### config.mk
export PLATFORM = sky130hd
export DESIGN_NAME = obstacle_feeder
export DESIGN_NICKNAME = d
export VERILOG_FILES = /design/src/rtl/obstacle_feeder.sv
export SDC_FILE = /design/constraint.sdc
export NUM_CORES = 1
export LEC_CHECK = 0
export ABC_CLOCK_PERIOD_IN_PS = 4250
export CAP_MARGIN = 0
export CORE_ASPECT_RATIO = 1.1
export CORE_MARGIN = 4
export CORE_UTILIZATION = 53
export DETAILED_ROUTE_END_ITERATION = 8
export PLACE_DENSITY = 0.77
export REMOVE_ABC_BUFFERS = 1
export SLEW_MARGIN = 20
export SYNTH_ARGS = -nofsm -noshare
export SYNTH_HDL_FRONTEND = slang
export SYNTH_SLANG_ARGS = --single-unit
### constraint.sdc
create_clock -name clk -period 4.25 [get_ports clk]
set_input_delay 0.85 -clock clk [delete_from_list [all_inputs] [get_ports clk]]
set_output_delay 0.85 -clock clk [all_outputs]
set_load 0.01 [all_outputs]
### src/rtl/obstacle_feeder.sv
// obstacle_feeder: generates the scrolling obstacle course one 2-bit column
// at a time from a seeded 16-bit Galois LFSR. The presented column is
// prefetched one deep: col_height always shows what the next advance takes.
//
// Ports:
//   clk           system clock, rising edge
//   reset         asynchronous active-high reset
//   start         (re)start the course from SEED (highest priority)
//   halt          return to idle, keep LFSR and pipe count
//   advance       consumer takes the presented column this cycle
//   difficulty    subtracted from each newly drawn gap length
//   col_valid     col_height holds a meaningful column
//   col_height    0 = empty, 1..3 = pipe height
//   pipe_start    one-cycle pulse when a pipe's first column is presented
//   pipes_emitted saturating count of pipes presented
module obstacle_feeder #(
    parameter logic [15:0] SEED    = 16'hACE1,
    parameter int unsigned MIN_GAP = 3,
    parameter int unsigned MAX_GAP = 8
) (
    input  logic       clk,
    input  logic       reset,
    input  logic       start,
    input  logic       halt,
    input  logic       advance,
    input  logic [1:0] difficulty,
    output logic       col_valid,
    output logic [1:0] col_height,
    output logic       pipe_start,
    output logic [7:0] pipes_emitted
);

    localparam int unsigned GW   = 6;
    localparam int unsigned CW   = 5;
    localparam int unsigned SPAN = MAX_GAP - MIN_GAP + 1;

    // An all-zero seed would lock the LFSR, so it is replaced by 1.
    localparam logic [15:0]   SEED_EFF = (SEED == 16'h0000) ? 16'h0001 : SEED;
    localparam logic [15:0]   TAPS     = 16'hB400;
    localparam logic [GW-1:0] MIN_G    = GW'(MIN_GAP);
    localparam logic [GW-1:0] SPAN_G   = GW'(SPAN);
    localparam logic [CW-1:0] START_CNT = CW'(MIN_GAP - 1);

    typedef enum logic [1:0] {
        S_IDLE,
        S_GAP,
        S_PIPE
    } state_t;

    state_t          state_q, state_d;
    logic [15:0]     lfsr_q, lfsr_d;
    logic [CW-1:0]   gap_cnt_q, gap_cnt_d;
    logic            width_left_q, width_left_d;
    logic            col_valid_d;
    logic [1:0]      col_height_d;
    logic            pipe_start_d;
    logic [7:0]      pipes_emitted_d;

    logic [15:0]     lfsr_nxt_c;
    logic [1:0]      draw_h_c;
    logic [GW-1:0]   raw_gap_c;
    logic [GW-1:0]   gap_floor_c;
    logic [GW-1:0]   gap_len_c;

    // Random draws, all taken from the post-step LFSR value.
    assign lfsr_nxt_c  = {1'b0, lfsr_q[15:1]} ^ (lfsr_q[0] ? TAPS : 16'h0000);
    assign draw_h_c    = (lfsr_nxt_c[1:0] == 2'd0) ? 2'd1 : lfsr_nxt_c[1:0];
    assign raw_gap_c   = MIN_G + (GW'(lfsr_nxt_c[7:3]) % SPAN_G);
    // Difficulty shortens the gap but never below MIN_GAP (no underflow).
    assign gap_floor_c = MIN_G + GW'(difficulty);
    assign gap_len_c   = (raw_gap_c >= gap_floor_c) ? (raw_gap_c - GW'(difficulty)) : MIN_G;

    // State and output registers.
    always_ff @(posedge clk or posedge reset) begin
        if (reset) begin
            state_q       <= S_IDLE;
            lfsr_q        <= SEED_EFF;
            gap_cnt_q     <= '0;
            width_left_q  <= 1'b0;
            col_valid     <= 1'b0;
            col_height    <= 2'd0;
            pipe_start    <= 1'b0;
            pipes_emitted <= 8'd0;
        end else begin
            state_q       <= state_d;
            lfsr_q        <= lfsr_d;
            gap_cnt_q     <= gap_cnt_d;
            width_left_q  <= width_left_d;
            col_valid     <= col_valid_d;
            col_height    <= col_height_d;
            pipe_start    <= pipe_start_d;
            pipes_emitted <= pipes_emitted_d;
        end
    end

    // Next state: start > halt > advance; advance only acts in GAP/PIPE.
    always_comb begin
        state_d         = state_q;
        lfsr_d          = lfsr_q;
        gap_cnt_d       = gap_cnt_q;
        width_left_d    = width_left_q;
        col_valid_d     = col_valid;
        col_height_d    = col_height;
        pipe_start_d    = 1'b0;
        pipes_emitted_d = pipes_emitted;

        if (start) begin
            state_d         = S_GAP;
            lfsr_d          = SEED_EFF;
            gap_cnt_d       = START_CNT;
            width_left_d    = 1'b0;
            col_valid_d     = 1'b1;
            col_height_d    = 2'd0;
            pipes_emitted_d = 8'd0;
        end else if (halt) begin
            state_d      = S_IDLE;
            col_valid_d  = 1'b0;
            col_height_d = 2'd0;
        end else if (advance) begin
            case (state_q)
                S_GAP: begin
                    lfsr_d = lfsr_nxt_c;
                    if (gap_cnt_q != '0) begin
                        col_height_d = 2'd0;
                        gap_cnt_d    = gap_cnt_q - CW'(1);
                    end else begin
                        state_d      = S_PIPE;
                        col_height_d = draw_h_c;
                        width_left_d = lfsr_nxt_c[2];
                        pipe_start_d = 1'b1;
                        if (pipes_emitted != 8'hFF) begin
                            pipes_emitted_d = pipes_emitted + 8'd1;
                        end
                    end
                end
                S_PIPE: begin
                    lfsr_d = lfsr_nxt_c;
                    // col_height already holds this pipe's height.
                    if (width_left_q) begin
                        width_left_d = 1'b0;
                    end else begin
                        state_d      = S_GAP;
                        col_height_d = 2'd0;
                        // The presented empty column counts as the first of the gap.
                        gap_cnt_d    = CW'(gap_len_c - GW'(1));
                    end
                end
                default: begin
                end
            endcase
        end
    end

endmodule

# Word level (Yosys, flattened, before mapping)
# Cells that the tools add are included.
# word_totals
ff_bits	36
elab_cells	87
# op_classes
n_reduce_logical	17
bitwise	1
div	1
n_mux	43
n_lt_le_gt_ge	1
n_addsub	6
n_eq_ne	10
# ops
operator	count
16-bit 2-to-1 mux	5
8-bit 2-to-1 mux	6
5-bit 2-to-1 mux	6
2-bit 2-to-1 mux	11
15-bit by 16-bit bitwise XOR with 16-bit output	1
1-bit 2-to-1 mux	11
5-bit one-hot mux with 2 select lines	1
5-bit AND reduction	2
2-bit nonzero test	5
5-bit by 1-bit subtractor with 5-bit output (second input constant)	2
3-bit != test (second input constant)	3
8-bit by 1-bit adder with 8-bit output (second input constant)	1
4-bit != test (second input constant)	2
8-bit != test (second input constant)	1
2-bit one-hot mux with 2 select lines	2
4-bit AND reduction	2
2-bit by 6-bit adder with 6-bit output (first input constant)	1
6-bit by 3-bit >= comparator with 1-bit output	1
5-bit by 3-bit modulo with 6-bit output (second input constant)	1
3-bit AND reduction	2
3-bit nonzero test	2
5-bit nonzero test	1
5-bit by 2-bit subtractor with 5-bit output	1
2-bit != test (second input constant)	2
other kinds (7)	7

# Logic depth before layout (Yosys ltp)
# logic_depth
depth_word	12
mapped_depth	20
mapped_depth_nobuf	19

# Worst setup path before layout
# Ideal clock, no wire load.
# synth_timing
path_kind	flip-flop to flip-flop
startpoint	register lfsr_q[6]
endpoint	register gap_cnt_q[4]
t_arrival_ns	4.301
path_stages_with_launch	20
path_slack_ns	-0.151
t_required_ns	4.149
path_buffers	2
synth_period_minus_slack_ns	4.401
setup_ns	0.101
path_cell_list	dfstp_2 buf_2 mux2_4 ha_1 and3b_1 o32ai_4 or2_1 buf_6 xnor2_2 inv_1 ha_1 a21oi_1 o21ai_0 a221oi_1 nor3_1 a211oi_1 nor2_1 or4_1 mux2_1 o311ai_2
# synth_between
elab_chain_len	11
elab_cells_between_ends	12
# synth_rtl
item	line_no	text
from (decl)	51	logic [15:0] lfsr_q, lfsr_d;
from (signal assigned)	86	lfsr_q <= lfsr_d;
15-bit by 16-bit bitwise XOR with 16-bit output (*)	66	assign lfsr_nxt_c = {1'b0, lfsr_q[15:1]} ^ (lfsr_q[0] ? TAPS : 16'h0000);
5-bit by 3-bit modulo with 6-bit output (*)	68	assign raw_gap_c = MIN_G + (GW'(lfsr_nxt_c[7:3]) % SPAN_G);
2-bit by 6-bit adder with 6-bit output (*)	68	
5-bit by 2-bit subtractor with 5-bit output / 6-bit by 3-bit >= comparator with 1-bit output (equally long branches)	71	assign gap_len_c = (raw_gap_c >= gap_floor_c) ? (raw_gap_c - GW'(difficulty)) : MIN_G;
5-bit 2-to-1 mux (*)	71	
5-bit by 1-bit subtractor with 5-bit output (*)	145	gap_cnt_d = CW'(gap_len_c - GW'(1));
5-bit 2-to-1 mux (*)	139	if (width_left_q) begin
5-bit one-hot mux with 2 select lines (*)	120	case (state_q)
5-bit 2-to-1 mux (*)	119	end else if (advance) begin
5-bit 2-to-1 mux (*)	115	end else if (halt) begin
5-bit 2-to-1 mux (*)	107	if (start) begin
to (signal assigned)	87	gap_cnt_q <= gap_cnt_d;
to (decl)	52	logic [CW-1:0] gap_cnt_q, gap_cnt_d;
# Every way passes the cells marked *; elsewhere a longest branch is shown, timed or not. The select of a mux whose other input is x is not followed.
# A chain may end at the register's enable or synchronous reset.

# Worst setup path in the final report
# layout_timing
startpoint	register lfsr_q[7]
endpoint	register gap_cnt_q[4]
# The elaborated chain is that of the path after synthesis.

==> report_table.html <==
<table>
<tr><th>Metric</th><th>Value</th></tr>
<tr><th colspan="2">Setup path</th></tr>
<tr><td>Reg-to-reg critical path startpoint</td><td>lfsr_q[7]$_DFFE_PP1P_</td></tr>
<tr><td>Peak fanout along the critical path</td><td>4</td></tr>
<tr><td>Crit path buffers/inverters</td><td>2</td></tr>
<tr><td>Critical path startpoint category</td><td>register</td></tr>
<tr><td>Worst reg-to-reg path cell count</td><td>19</td></tr>
<tr><td>Data required, critical path</td><td>4440 ps</td></tr>
<tr><td>Worst flop-to-flop path endpoint</td><td>gap_cnt_q[4]$_DFFE_PP0P_</td></tr>
<tr><td>Slowest Stage Delay on Critical Path</td><td>around 600 ps</td></tr>
<tr><td>FF-to-FF setup slack</td><td>roughly 130 ps</td></tr>
<tr><td>Worst path slowest cell</td><td>sky130_fd_sc_hd__dfstp_2</td></tr>
<tr><td>Arrival time worst endpoint</td><td>about 4300 ps</td></tr>
<tr><td>Crit path kind</td><td>reg2reg</td></tr>
<tr><td>Nature of the critical path endpoint</td><td>register</td></tr>
<tr><td>Cell-by-cell trace of the critical path</td><td>xnor2_2 &gt; mux2_4 &gt; ha_4 &gt; and3b_1 &gt; o32ai_4 &gt; or2_4 &gt; xnor2_2 &gt; inv_1 &gt; ha_1 &gt; a21oi_1 &gt; o21ai_1 &gt; a21oi_1 &gt; buf_4 &gt; o31ai_1 &gt; and4_4 &gt; a211oi_4 &gt; nand3b_4 &gt; mux2_4 &gt; o311ai_2</td></tr>
<tr><td>Crit path max-delay family</td><td>compound AO/OA/AOI/OAI gates</td></tr>
<tr><th colspan="2">Floorplanning</th></tr>
<tr><td>Row count</td><td>25</td></tr>
<tr><td>Initial core utilization</td><td>between 50 and 60%</td></tr>
<tr><td>Number of placed I/O pins</td><td>19</td></tr>
<tr><td>Die H</td><td>78.3 um</td></tr>
<tr><td>Floorplan core area</td><td>around 0.0043 mm^2</td></tr>
<tr><td>DIE AREA</td><td>between 0.005 and 0.006 mm^2</td></tr>
<tr><td>Die outline width</td><td>71.9 um</td></tr>
<tr><th colspan="2">Placed design</th></tr>
<tr><td>HPWL after detailed placement</td><td>about 3600 um</td></tr>
<tr><td>Port-buffer cells</td><td>18</td></tr>
<tr><td>Number of cells after detailed placement</td><td>339</td></tr>
<tr><td>Last weighted congestion value of the routability-driven placer</td><td>between 0.8 and 0.9</td></tr>
<tr><th colspan="2">Power and ir drop</th></tr>
<tr><td>Leakage Power</td><td>around 0.0013 uW</td></tr>
<tr><td>Part of the power in combinational logic</td><td>between 40% and 50%</td></tr>
<tr><td>Portion of total power attributed to sequential cells</td><td>between 30% and 40%</td></tr>
<tr><td>Net Sw Power</td><td>413 uW</td></tr>
<tr><td>Peak ir drop on the vdd network</td><td>0.335 mV</td></tr>
<tr><td>Sw frac</td><td>about a third</td></tr>
<tr><td>Clock power share</td><td>a little under a quarter</td></tr>
<tr><td>Power Dens Cells</td><td>423 mW/mm^2</td></tr>
<tr><td>Internal power</td><td>roughly 820 uW</td></tr>
<tr><th colspan="2">Detailed routing</th></tr>
<tr><td>Number of antenna-violating nets in the routed design</td><td>0</td></tr>
<tr><td>Wire length after detailed routing</td><td>approximately 5000 um</td></tr>
<tr><td>Post-detailed-route DRC marker count</td><td>0</td></tr>
<tr><td>Mean number of vias per cell</td><td>approximately 5.5</td></tr>
<tr><td>DR iter-0 viols</td><td>between 90 and 100</td></tr>
<tr><td>Via count</td><td>roughly 2000</td></tr>
<tr><td>Router iterations before antenna repair</td><td>4</td></tr>
<tr><td>Avg WL per Cell</td><td>roughly 14 um</td></tr>
<tr><th colspan="2">Timing</th></tr>
<tr><td>Slew at the pin closest to its max-slew limit</td><td>~980 ps</td></tr>
<tr><td>Final number of max-transition violations</td><td>0</td></tr>
<tr><td>Final count of hold timing violations</td><td>0</td></tr>
<tr><td>Rel. slew slack</td><td>between 30% and 40%</td></tr>
<tr><td>Clock skew after layout</td><td>between 5 and 6 ps</td></tr>
<tr><td>Final setup TNS</td><td>0 ps</td></tr>
<tr><td>Clock period minus worst slack</td><td>4120 ps</td></tr>
<tr><td>Count of endpoints failing setup in the final report</td><td>0</td></tr>
<tr><td>Ratio of final minimum period to clock period</td><td>a little over nine tenths</td></tr>
<tr><td>Worst hold slack</td><td>494 ps</td></tr>
<tr><td>Fmax</td><td>approximately 240 MHz</td></tr>
<tr><th colspan="2">GRT</th></tr>
<tr><td>Overflow left after global routing</td><td>0</td></tr>
<tr><td>Total Routing Usage GR</td><td>~20%</td></tr>
<tr><td>Initial antenna violation count</td><td>0</td></tr>
<tr><td>Wire length of the first global-routing pass</td><td>between 8000 and 9000 um</td></tr>
<tr><td>Maximum number of pins on one net before global-route repair</td><td>37</td></tr>
<tr><td>Via count of the first global-routing pass</td><td>roughly 2000</td></tr>
<tr><th colspan="2">Clock network</th></tr>
<tr><td>Number of H-tree branching levels</td><td>2</td></tr>
<tr><td>CTS buffer count</td><td>5</td></tr>
<tr><td>CTS Hold Buffers Added</td><td>0</td></tr>
<tr><td>Clock sinks</td><td>36</td></tr>
<tr><td>Clock tree from TritonCTS</td><td>built</td></tr>
<tr><td>Max Root-Sink Buffers</td><td>2</td></tr>
<tr><td>Clock transition at the registers of the reported paths</td><td>approximately 70 ps</td></tr>
<tr><td>Root buffer cell</td><td>sky130_fd_sc_hd__clkbuf_8</td></tr>
<tr><td>Clock latency on the worst-skew pair</td><td>280 ps</td></tr>
<tr><th colspan="2">Final layout</th></tr>
<tr><td>Layout cell share with drive strength beyond 1</td><td>approximately 20%</td></tr>
<tr><td>Layout overhead on the synthesized area</td><td>22.4%</td></tr>
<tr><td>Final non-filler cell total</td><td>around 350</td></tr>
<tr><td>Fillers</td><td>342</td></tr>
<tr><td>Final-stage net count</td><td>319</td></tr>
<tr><td>Ant. Diodes</td><td>0</td></tr>
<tr><th colspan="2">Synthesis</th></tr>
<tr><td>Commonest register cell after synthesis</td><td>sky130_fd_sc_hd__dfrtp_1</td></tr>
<tr><td>FFs w/ async S/R, synth</td><td>100%</td></tr>
<tr><td>Total number of yosys warnings</td><td>0</td></tr>
<tr><td>Cell count after synthesis</td><td>approximately 260</td></tr>
<tr><td>Number of register bits inferred by synthesis</td><td>36</td></tr>
<tr><td>Post-synth EDFFs</td><td>0</td></tr>
<tr><td>Share of the yosys chip area belonging to registers</td><td>between 30% and 40%</td></tr>
<tr><td>Count of distinct cell types in the synthesized netlist</td><td>between 50 and 60</td></tr>
<tr><td>Post-Syn Area</td><td>between 0.002 and 0.0025 mm^2</td></tr>
<tr><td>Average cell area after synthesis</td><td>9.10 um^2</td></tr>
<tr><th colspan="2">Job</th></tr>
<tr><td>Max-cap violations</td><td>0</td></tr>
<tr><th colspan="2">Run status</th></tr>
<tr><td>Result of the run</td><td>finished clean</td></tr>
<tr><th colspan="2">Min path</th></tr>
<tr><td>Cells on Worst Hold Path</td><td>2</td></tr>
<tr><td>Start point of the worst min-delay path</td><td>lfsr_q[11]$_DFFE_PP1P_</td></tr>
<tr><td>Hold Crit Class</td><td>reg2reg</td></tr>
<tr><td>Hold EP</td><td>lfsr_q[11]$_DFFE_PP1P_</td></tr>
</table>
-- synthesized netlist by cell type (2+ instances only) --
library cell	n	area (um^2)
sky130_fd_sc_hd__mux2_4	2	30.0
sky130_fd_sc_hd__a31oi_1	3	18.8
sky130_fd_sc_hd__mux2i_1	3	30.0
sky130_fd_sc_hd__nor2_1	26	97.6
sky130_fd_sc_hd__o31ai_1	2	15.0
sky130_fd_sc_hd__nor3b_1	3	22.5
sky130_fd_sc_hd__nand3_1	3	15.0
sky130_fd_sc_hd__o32ai_4	2	55.1
sky130_fd_sc_hd__dfrtp_1	28	701
sky130_fd_sc_hd__a22o_1	3	26.3
sky130_fd_sc_hd__xor2_1	6	52.6
sky130_fd_sc_hd__or3_1	3	18.8
sky130_fd_sc_hd__mux2_2	2	22.5
sky130_fd_sc_hd__nand3b_1	6	45.0
sky130_fd_sc_hd__nand2_1	40	150
sky130_fd_sc_hd__nor2b_1	5	31.3
sky130_fd_sc_hd__a211o_1	3	26.3
sky130_fd_sc_hd__a21oi_1	18	90.1
sky130_fd_sc_hd__nand4_1	3	18.8
sky130_fd_sc_hd__a22oi_1	2	15.0
sky130_fd_sc_hd__inv_1	20	75.1
sky130_fd_sc_hd__a21o_1	2	15.0
sky130_fd_sc_hd__dfstp_2	8	210
sky130_fd_sc_hd__nor3_1	5	25.0
sky130_fd_sc_hd__ha_1	12	150
sky130_fd_sc_hd__a211oi_1	3	22.5
sky130_fd_sc_hd__o21ai_0	7	35.0
sky130_fd_sc_hd__clkbuf_1	8	30.0
sky130_fd_sc_hd__buf_2	2	10.0
sky130_fd_sc_hd__xnor2_1	5	43.8
sky130_fd_sc_hd__a221oi_1	2	17.5
-- kinds of logic (layout without fill, tap and decap cells) --
kind of cell               Yosys count  after routing  share of synthesized area, %
AOI/OAI and AO/OA                   55             55                          17.4
xor gates and xnor gates            14             14                          6.35
adders and majority gates           13             13                          7.14
buffers and inverters               32             70                          5.46
DFF                                 36             36                          38.2
muxes                                8              8                          3.94
and+or+nand+nor                    104            104                          21.5
-- layer usage --
metal  vias to the layer above  part of all wire [%]  GRT usage (%)  wire, um
met5                         -                     0              0         0
met4                         0                  0.88           6.58        44
met3                         7                   3.0           3.46       150
met2                        37                    51           33.5      2550
met1                       938                    45           24.7      2250
li1                        980                     -              -         -
-- placed cells by master (no fill, tap or decap), types with 2 or more instances in the layout --
cell and n:
sky130_fd_sc_hd__a211o_1 3, sky130_fd_sc_hd__a211oi_1 2, sky130_fd_sc_hd__a21o_1 2, sky130_fd_sc_hd__a21oi_1 18
sky130_fd_sc_hd__a22o_1 3, sky130_fd_sc_hd__a22oi_1 2, sky130_fd_sc_hd__a31oi_1 3, sky130_fd_sc_hd__buf_4 24
sky130_fd_sc_hd__clkbuf_8 5, sky130_fd_sc_hd__clkdlybuf4s50_1 18, sky130_fd_sc_hd__dfrtp_1 28, sky130_fd_sc_hd__dfstp_2 8
sky130_fd_sc_hd__ha_1 10, sky130_fd_sc_hd__inv_1 20, sky130_fd_sc_hd__mux2_2 2, sky130_fd_sc_hd__mux2_4 2
sky130_fd_sc_hd__mux2i_1 3, sky130_fd_sc_hd__nand2_1 40, sky130_fd_sc_hd__nand3_1 3, sky130_fd_sc_hd__nand3b_1 6
sky130_fd_sc_hd__nand4_1 3, sky130_fd_sc_hd__nor2_1 26, sky130_fd_sc_hd__nor2b_1 5, sky130_fd_sc_hd__nor3_1 5
sky130_fd_sc_hd__nor3b_1 3, sky130_fd_sc_hd__o21ai_0 6, sky130_fd_sc_hd__o31ai_1 2, sky130_fd_sc_hd__o32ai_4 2
sky130_fd_sc_hd__or3_1 3, sky130_fd_sc_hd__xnor2_1 4, sky130_fd_sc_hd__xnor2_2 2, sky130_fd_sc_hd__xor2_1 6
-- worst min-delay path, cell delays in order (launching register included) --
cell and delay [ps]:
sky130_fd_sc_hd__dfstp_2 370, sky130_fd_sc_hd__nand2_1 50, sky130_fd_sc_hd__nand3b_1 70
-- worst max-delay path by stage --
stage	from	endpoint	slack, ps	cells past startpoint
2_1_floorplan	lfsr_q[6]$_DFFE_PP1P_	gap_cnt_q[4]$_DFFE_PP0P_	-70	17
3_3_place_gp	lfsr_q[7]$_DFFE_PP1P_	gap_cnt_q[4]$_DFFE_PP0P_	40	18
3_5_place_dp	lfsr_q[7]$_DFFE_PP1P_	gap_cnt_q[4]$_DFFE_PP0P_	-70	18
4_1_cts	lfsr_q[7]$_DFFE_PP1P_	gap_cnt_q[4]$_DFFE_PP0P_	10	18
5_1_grt	lfsr_q[7]$_DFFE_PP1P_	gap_cnt_q[4]$_DFFE_PP0P_	-50	19
6_report	lfsr_q[7]$_DFFE_PP1P_	gap_cnt_q[4]$_DFFE_PP0P_	130	19
-- power by group through the flow --
stage / Clock (uW) / Sequential [uW] / Combinational, uW
2_1_floorplan: 0 / 420 / 324
3_3_place_gp: 0 / 423 / 453
3_5_place_dp: 0 / 424 / 466
4_1_cts: 299 / 419 / 484
5_1_grt: 316 / 425 / 578
6_report: 292 / 419 / 523
-- cell type report --
cell class / count / area (um^2) / share of cell area [%]
well taps: 54 / 67.6 / 2.32
clock buffers: 6 / 72.6 / 2.49
flip-flops and latches: 36 / 911 / 31.2
inverters: 20 / 75.1 / 2.57
repair buffers: 42 / 360 / 12.4
multi-input cells: 194 / 1400 / 47.8
clock inverters: 2 / 35.0 / 1.20
-- state kept, by name (all words and copies together) (netlist names) --
signal and cells:
col_height 2, lfsr_q 16, col_valid 1, gap_cnt_q 5, pipe_start 1, width_left_q 1
pipes_emitted 8, state_q 2
-- through the flow --
| stage | power [uW] | area [um^2] | worst slack (ps) | util, % |
|---|---|---|---|---|
| finish | 1230 | 2920 | 127 | 67.6 |
| global route | 1320 | 2920 | -49.4 | 67.6 |
| CTS | 1200 | 2850 | 11.9 | 66.0 |
| detailed placement | 890 | 2700 | -65.8 | 62.6 |
| global placement | 876 | 2700 | 36.9 | 62.6 |
| floorplan | 744 | 2330 | -69.1 | - |
-- repair_timing --
action | 4_1_cts | 5_1_grt
buffers inserted | 3 | 4
pin swaps | 4 | 7
resized for setup | 2 | 7
endpoints found under the hold margin | 0 | 0
setup endpoints to repair | 1 | 1
Power figures use the tool's default switching activity.
